### src/rtl/pipeline_hazard_ctrl.sv
// Pipeline hazard controller: memory-wait stalls, branch redirect flushes, load-use interlock.
// Optional performance counters are enabled by defining PIPELINE_HAZARD_CTRL_PERF_CNT_EN.
module pipeline_hazard_ctrl #(
   parameter int unsigned REDIRECT_PENALTY = 1,
   parameter int unsigned MEM_TIMEOUT      = 255
) (
   input  logic        clk,
   input  logic        reset,
   input  logic [4:0]  id_rs1,
   input  logic [4:0]  id_rs2,
   input  logic        id_uses_rs1,
   input  logic        id_uses_rs2,
   input  logic [4:0]  ex_rd,
   input  logic        ex_MemRead,
   input  logic        ex_branch_taken,
   input  logic        mem_req,
   input  logic        mem_ready,
   output logic        pc_stall,
   output logic        ifid_stall,
   output logic        idex_stall,
   output logic        exmem_stall,
   output logic        ifid_flush,
   output logic        idex_flush,
   output logic        memwb_bubble,
   output logic        mem_timeout,
   output logic [31:0] stall_cycles,
   output logic [31:0] flush_cycles
);

   typedef enum logic [1:0] {RUN = 2'd0, MEM_WAIT = 2'd1, REDIRECT = 2'd2} state_t;

   state_t      state, state_nxt;
   logic [15:0] wait_cnt, wait_cnt_nxt;
   logic [2:0]  redir_cnt, redir_cnt_nxt;

   logic mem_wait_req;
   logic load_use;
   logic stall_all;
   logic lu_stall;
   logic flush_if;
   logic flush_id;
   logic timeout;

   assign mem_wait_req = mem_req & ~mem_ready;
   assign load_use = ex_MemRead && (ex_rd != 5'd0) &&
                     ((id_uses_rs1 && (id_rs1 == ex_rd)) ||
                      (id_uses_rs2 && (id_rs2 == ex_rd)));

   always_ff @(posedge clk) begin
      if (reset) begin
         state     <= RUN;
         wait_cnt  <= 16'd0;
         redir_cnt <= 3'd0;
      end else begin
         state     <= state_nxt;
         wait_cnt  <= wait_cnt_nxt;
         redir_cnt <= redir_cnt_nxt;
      end
   end

   // Priority: memory wait > branch redirect > load-use.
   always_comb begin
      state_nxt     = state;
      wait_cnt_nxt  = wait_cnt;
      redir_cnt_nxt = redir_cnt;
      stall_all     = 1'b0;
      lu_stall      = 1'b0;
      flush_if      = 1'b0;
      flush_id      = 1'b0;
      timeout       = 1'b0;
      case (state)
         RUN: begin
            if (mem_wait_req) begin
               stall_all    = 1'b1;
               wait_cnt_nxt = 16'd0;
               state_nxt    = MEM_WAIT;
            end else if (ex_branch_taken) begin
               flush_if = 1'b1;
               flush_id = 1'b1;
               if (REDIRECT_PENALTY != 0) begin
                  redir_cnt_nxt = 3'(REDIRECT_PENALTY);
                  state_nxt     = REDIRECT;
               end
            end else if (load_use) begin
               lu_stall = 1'b1;
            end
         end
         MEM_WAIT: begin
            // EX is frozen here, so branches and load-use wait for RUN.
            if (mem_ready) begin
               state_nxt = RUN;
            end else if (wait_cnt == 16'(MEM_TIMEOUT)) begin
               timeout   = 1'b1;
               state_nxt = RUN;
            end else begin
               stall_all    = 1'b1;
               wait_cnt_nxt = wait_cnt + 16'd1;
            end
         end
         REDIRECT: begin
            if (mem_wait_req) begin
               stall_all     = 1'b1;
               wait_cnt_nxt  = 16'd0;
               redir_cnt_nxt = 3'd0;
               state_nxt     = MEM_WAIT;
            end else begin
               flush_if = 1'b1;
               if (redir_cnt <= 3'd1) begin
                  redir_cnt_nxt = 3'd0;
                  state_nxt     = RUN;
               end else begin
                  redir_cnt_nxt = redir_cnt - 3'd1;
               end
            end
         end
         default: state_nxt = RUN;
      endcase
   end

   // A flush wins over a stall on the same register; everything is quiet in reset.
   assign pc_stall     = ~reset & (stall_all | lu_stall);
   assign ifid_stall   = ~reset & (stall_all | lu_stall) & ~flush_if;
   assign idex_stall   = ~reset & stall_all & ~(flush_id | lu_stall);
   assign exmem_stall  = ~reset & stall_all;
   assign ifid_flush   = ~reset & flush_if;
   assign idex_flush   = ~reset & (flush_id | lu_stall);
   assign memwb_bubble = ~reset & stall_all;
   assign mem_timeout  = ~reset & timeout;

`ifdef PIPELINE_HAZARD_CTRL_PERF_CNT_EN
   logic [31:0] stall_cnt;
   logic [31:0] flush_cnt;

   always_ff @(posedge clk) begin
      if (reset) begin
         stall_cnt <= 32'd0;
         flush_cnt <= 32'd0;
      end else begin
         if (pc_stall)   stall_cnt <= stall_cnt + 32'd1;
         if (ifid_flush) flush_cnt <= flush_cnt + 32'd1;
      end
   end

   assign stall_cycles = reset ? 32'd0 : stall_cnt;
   assign flush_cycles = reset ? 32'd0 : flush_cnt;
`else
   assign stall_cycles = 32'd0;
   assign flush_cycles = 32'd0;
`endif

endmodule

### config.mk
export PLATFORM = sky130hd
export DESIGN_NAME = pipeline_hazard_ctrl
export DESIGN_NICKNAME = d
export VERILOG_FILES = /design/src/rtl/pipeline_hazard_ctrl.sv
export SDC_FILE = /design/constraint.sdc
export NUM_CORES = 1
export LEC_CHECK = 0
export ABC_AREA = 0
export BUFFER_PORTS_ARGS = -buffer_cell sky130_fd_sc_hd__buf_2
export CELL_PAD_IN_SITES_DETAIL_PLACEMENT = 2
export CELL_PAD_IN_SITES_GLOBAL_PLACEMENT = 2
export CORE_MARGIN = 2
export CORE_UTILIZATION = 26
export CTS_CLUSTER_SIZE = 20
export DETAILED_ROUTE_END_ITERATION = 6
export PLACE_DENSITY = 0.84
export REMOVE_ABC_BUFFERS = 1
export SYNTH_ARGS = -nofsm -noshare
export SYNTH_HDL_FRONTEND = slang
export SYNTH_SLANG_ARGS = --single-unit
### constraint.sdc
create_clock -name clk -period 4.9 [get_ports clk]
set_input_delay 1.47 -clock clk [delete_from_list [all_inputs] [get_ports clk]]
set_output_delay 1.47 -clock clk [all_outputs]
set_load 0.005 [all_outputs]
==> results.sh <==
export IMPL_yosys_top_cell_by_area="sky130_fd_sc_hd__buf_4"
export IMPL_routed_wirelength_mm=4.55
export IMPL_seq_area_frac_synth_pct=22.7
export IMPL_place_port_buffers=30
export IMPL_via_per_inst=4.51
export IMPL_finalSetupViolCount=0
export IMPL_die_w_um=88.5
export IMPL_detailroute_via_count=1578
export IMPL_detail_route_first_pass_iterations=4
export IMPL_drtIter0Drc=54
export IMPL_design_final_nets=280
export IMPL_synth_area_leaders="sky130_fd_sc_hd__buf_4, sky130_fd_sc_hd__dfxtp_1, sky130_fd_sc_hd__a21oi_1"
export IMPL_setup_total_negative_slack_ns=0
export IMPL_wire_length_of_the_first_global_routing_pass_mm=7.23
export IMPL_design_core_area_um2=6870
export IMPL_post_cts_resize_count=0
export IMPL_grtUsageTotal_pct=11.6
export IMPL_post_route_period_util_pct=85.4
export IMPL_synth_warning_count=0
export IMPL_drcViolationCount=0
export IMPL_die_h_um=88.5
export IMPL_signal_arrival_time_at_the_worst_endpoint_ns=2.72
export IMPL_clock_sinks=21
export IMPL_grt_start_max_net_pins=18
export IMPL_first_global_vias=1588
export IMPL_p_leak_nw=0.748
export IMPL_clock_latency_ns=0.27
export IMPL_initial_core_util_pct=27.0
export IMPL_clock_root_buffer="sky130_fd_sc_hd__clkbuf_8"
export IMPL_ctsHoldBuffers=0
export IMPL_type_of_origin_of_the_critical_path="primary input"
export IMPL_mapped_cell_area_um2=1860
export IMPL_antenna_violating_nets_post_route=0
export IMPL_stdcell_count=350
export IMPL_synth_enable_flop_cells=0
export IMPL_grt_setup_unrepaired="false"
export IMPL_max_cap_viols=0
export IMPL_layout_min_cycle_time_ns=4.19
export IMPL_synth_top_flop_cell="sky130_fd_sc_hd__dfxtp_1"
export IMPL_place_detailed_instances=346
export IMPL_cts_tree="built"
export IMPL_grt_ovfl_total=0
export IMPL_postLayoutCoreUtil_pct=27.3
export IMPL_fp_row_count=30
export IMPL_cts_inserted_buffers=3
export IMPL_min_delay_path_class="flip-flop to flip-flop"
export IMPL_total_design_power_mw=0.353
export IMPL_synth_seq_cells=21
export IMPL_dieArea_um2=7830
export IMPL_timing_final_hold_violations=0
export IMPL_final_layout_size_suffix_gt1_share_pct=18.5
export IMPL_clockBufferDepth=2
export IMPL_post_dp_hpwl_mm=3.61
export IMPL_timing_worst_slew_pin_value_ns=0.769
export IMPL_pin_count=95
export IMPL_total_setup_buffers_inserted_after_cts=0
export IMPL_async_flop_share_pct=0
export IMPL_cp_max_fo=3
export IMPL_num_antenna_cells=0
export IMPL_crit_required_ns=3.43
export IMPL_clk_pin_slew_worst_paths_ns=0.08
export IMPL_avgRoutedWirePerCell_um=13.0
export IMPL_worst_setup_path_end_kind="primary output"
export IMPL_finalMaxSlewViolations=0
export IMPL_worst_ir_drop_vdd_mv=0.0824
export IMPL_area_delta_synth_final_pct=1.21
export IMPL_synth_top_cell_area_share_pct=26.3
export IMPL_synth_avg_cell_area_um2=8.14
export IMPL_clock_skew_final_ns=0.00523
export IMPL_outcome="completed"
export IMPL_power_density_cell_area_nw_per_um2=188
export IMPL_grt_antenna_before_repair=0
export IMPL_slew_limit_headroom_pct=48.4
export IMPL_worst_setup_path_type="primary input to primary output"
export IMPL_ctsHtreeMaxLevel=1
export IMPL_fmaxAchievable_ghz=0.239
export IMPL_synth_lib_cells_used_distinct=46
export IMPL_finalWeightedCongestion=0.727
export IMPL_postSynthCellCount=228
==> cells in the final DEF, fill, tap and decap left out, types with 4 or more instances in the layout <==
master,n
sky130_fd_sc_hd__a21oi_1,18
sky130_fd_sc_hd__buf_2,30
sky130_fd_sc_hd__conb_1,64
sky130_fd_sc_hd__dfxtp_1,21
sky130_fd_sc_hd__nand2_1,7
sky130_fd_sc_hd__nand3_1,6
sky130_fd_sc_hd__nand4_1,4
sky130_fd_sc_hd__nor2_1,7
sky130_fd_sc_hd__nor4_1,7
sky130_fd_sc_hd__o21ai_0,10
sky130_fd_sc_hd__o31ai_1,9
sky130_fd_sc_hd__or3_1,4
sky130_fd_sc_hd__or4_1,10
sky130_fd_sc_hd__xor2_1,9
==> synth_stat cells (2+ instances only) <==
master	count
sky130_fd_sc_hd__a21oi_1	18
sky130_fd_sc_hd__and3_1	2
sky130_fd_sc_hd__and4_1	2
sky130_fd_sc_hd__buf_4	65
sky130_fd_sc_hd__buf_6	2
sky130_fd_sc_hd__clkbuf_1	2
sky130_fd_sc_hd__dfxtp_1	21
sky130_fd_sc_hd__ha_1	2
sky130_fd_sc_hd__inv_1	3
sky130_fd_sc_hd__nand2_1	7
sky130_fd_sc_hd__nand2b_1	3
sky130_fd_sc_hd__nand3_1	6
sky130_fd_sc_hd__nand4_1	4
sky130_fd_sc_hd__nor2_1	7
sky130_fd_sc_hd__nor3_1	3
sky130_fd_sc_hd__nor3b_1	2
sky130_fd_sc_hd__nor3b_2	2
sky130_fd_sc_hd__nor4_1	7
sky130_fd_sc_hd__o211ai_1	2
sky130_fd_sc_hd__o21ai_0	10
sky130_fd_sc_hd__o22ai_1	2
sky130_fd_sc_hd__o31ai_1	9
sky130_fd_sc_hd__or3_1	4
sky130_fd_sc_hd__or3_2	2
sky130_fd_sc_hd__or4_1	10
sky130_fd_sc_hd__or4_2	2
sky130_fd_sc_hd__xnor2_1	2
sky130_fd_sc_hd__xor2_1	9
==> routing by layer <==
metal | vias up | part of all wire (%) | GRT usage [%]
met5 | - | 0 | 0
li1 | 751 | - | -
met3 | 4 | 7.2 | 2.99
met4 | 0 | 1.0 | 3.31
met1 | 756 | 39 | 13.0
met2 | 67 | 52 | 21.5
==> flip-flops by register name, indices dropped and copies added, names as in the netlist <==
name and flops:
redir_cnt 3, wait_cnt 16, state 2
==> power breakdown <==
| part | leakage (nW) | internal (mW) | switching [mW] |
|---|---|---|---|
| sequential | 0.170 | 0.173 | 0.00331 |
| combinational | 0.553 | 0.0201 | 0.0388 |
| clock | 0.0255 | 0.0568 | 0.0611 |
| total | 0.748 | 0.249 | 0.103 |
==> through the flow <==
stage / instance area [um2] / setup WS [ns] / hold WS [ns]
2_1_floorplan: 1560 / 1.08 / 0.455
3_3_place_gp: 1830 / 0.778 / 0.480
3_5_place_dp: 1830 / 0.723 / 0.488
4_1_cts: 1880 / 0.720 / 0.508
5_1_grt: 1880 / 0.660 / 0.532
6_report: 1880 / 0.714 / 0.508
==> cell type report <==
cell class / count / area (um2)
well taps: 96 / 120
inverters: 3 / 11.3
fillers: 848 / 4990
clock inverters: 1 / 5.00
flip-flops and latches: 21 / 420
multi-input cells: 196 / 1130
repair buffers: 30 / 150
clock buffers: 3 / 41.3
==> critical path: stages <==
cell                       delay (ns)
sky130_fd_sc_hd__buf_2           0.12
sky130_fd_sc_hd__or4_1           0.53
sky130_fd_sc_hd__o211ai_1        0.16
sky130_fd_sc_hd__or4_1           0.19
sky130_fd_sc_hd__o22ai_1         0.09
sky130_fd_sc_hd__buf_2           0.15
==> kinds of logic (layout without fill, tap and decap cells) <==
logic type | count (synthesis) | count (layout) | share of synthesized area (%)
buffers and inverters | 74 | 37 | 29.2
and+or+nand+nor | 73 | 73 | 26.0
AOI/OAI and AO/OA | 45 | 45 | 14.9
DFF | 21 | 21 | 22.7
xor gates and xnor gates | 11 | 11 | 5.19
adders and majority gates | 2 | 2 | 1.35
other | 1 | 64 | 0.202
muxes | 1 | 1 | 0.539
==> final timing paths <==
kind	endpoint	slack, ns	startpoint	depth (start not counted)
min	wait_cnt[1]	0.51	wait_cnt[1]	2
max reg2reg	wait_cnt[2]	2.78	state[0]	3
max	ifid_stall	0.71	ex_rd[1]	6
min reg2reg	wait_cnt[1]	0.51	wait_cnt[1]	2
No activity file was read; power rests on OpenSTA's default activity.
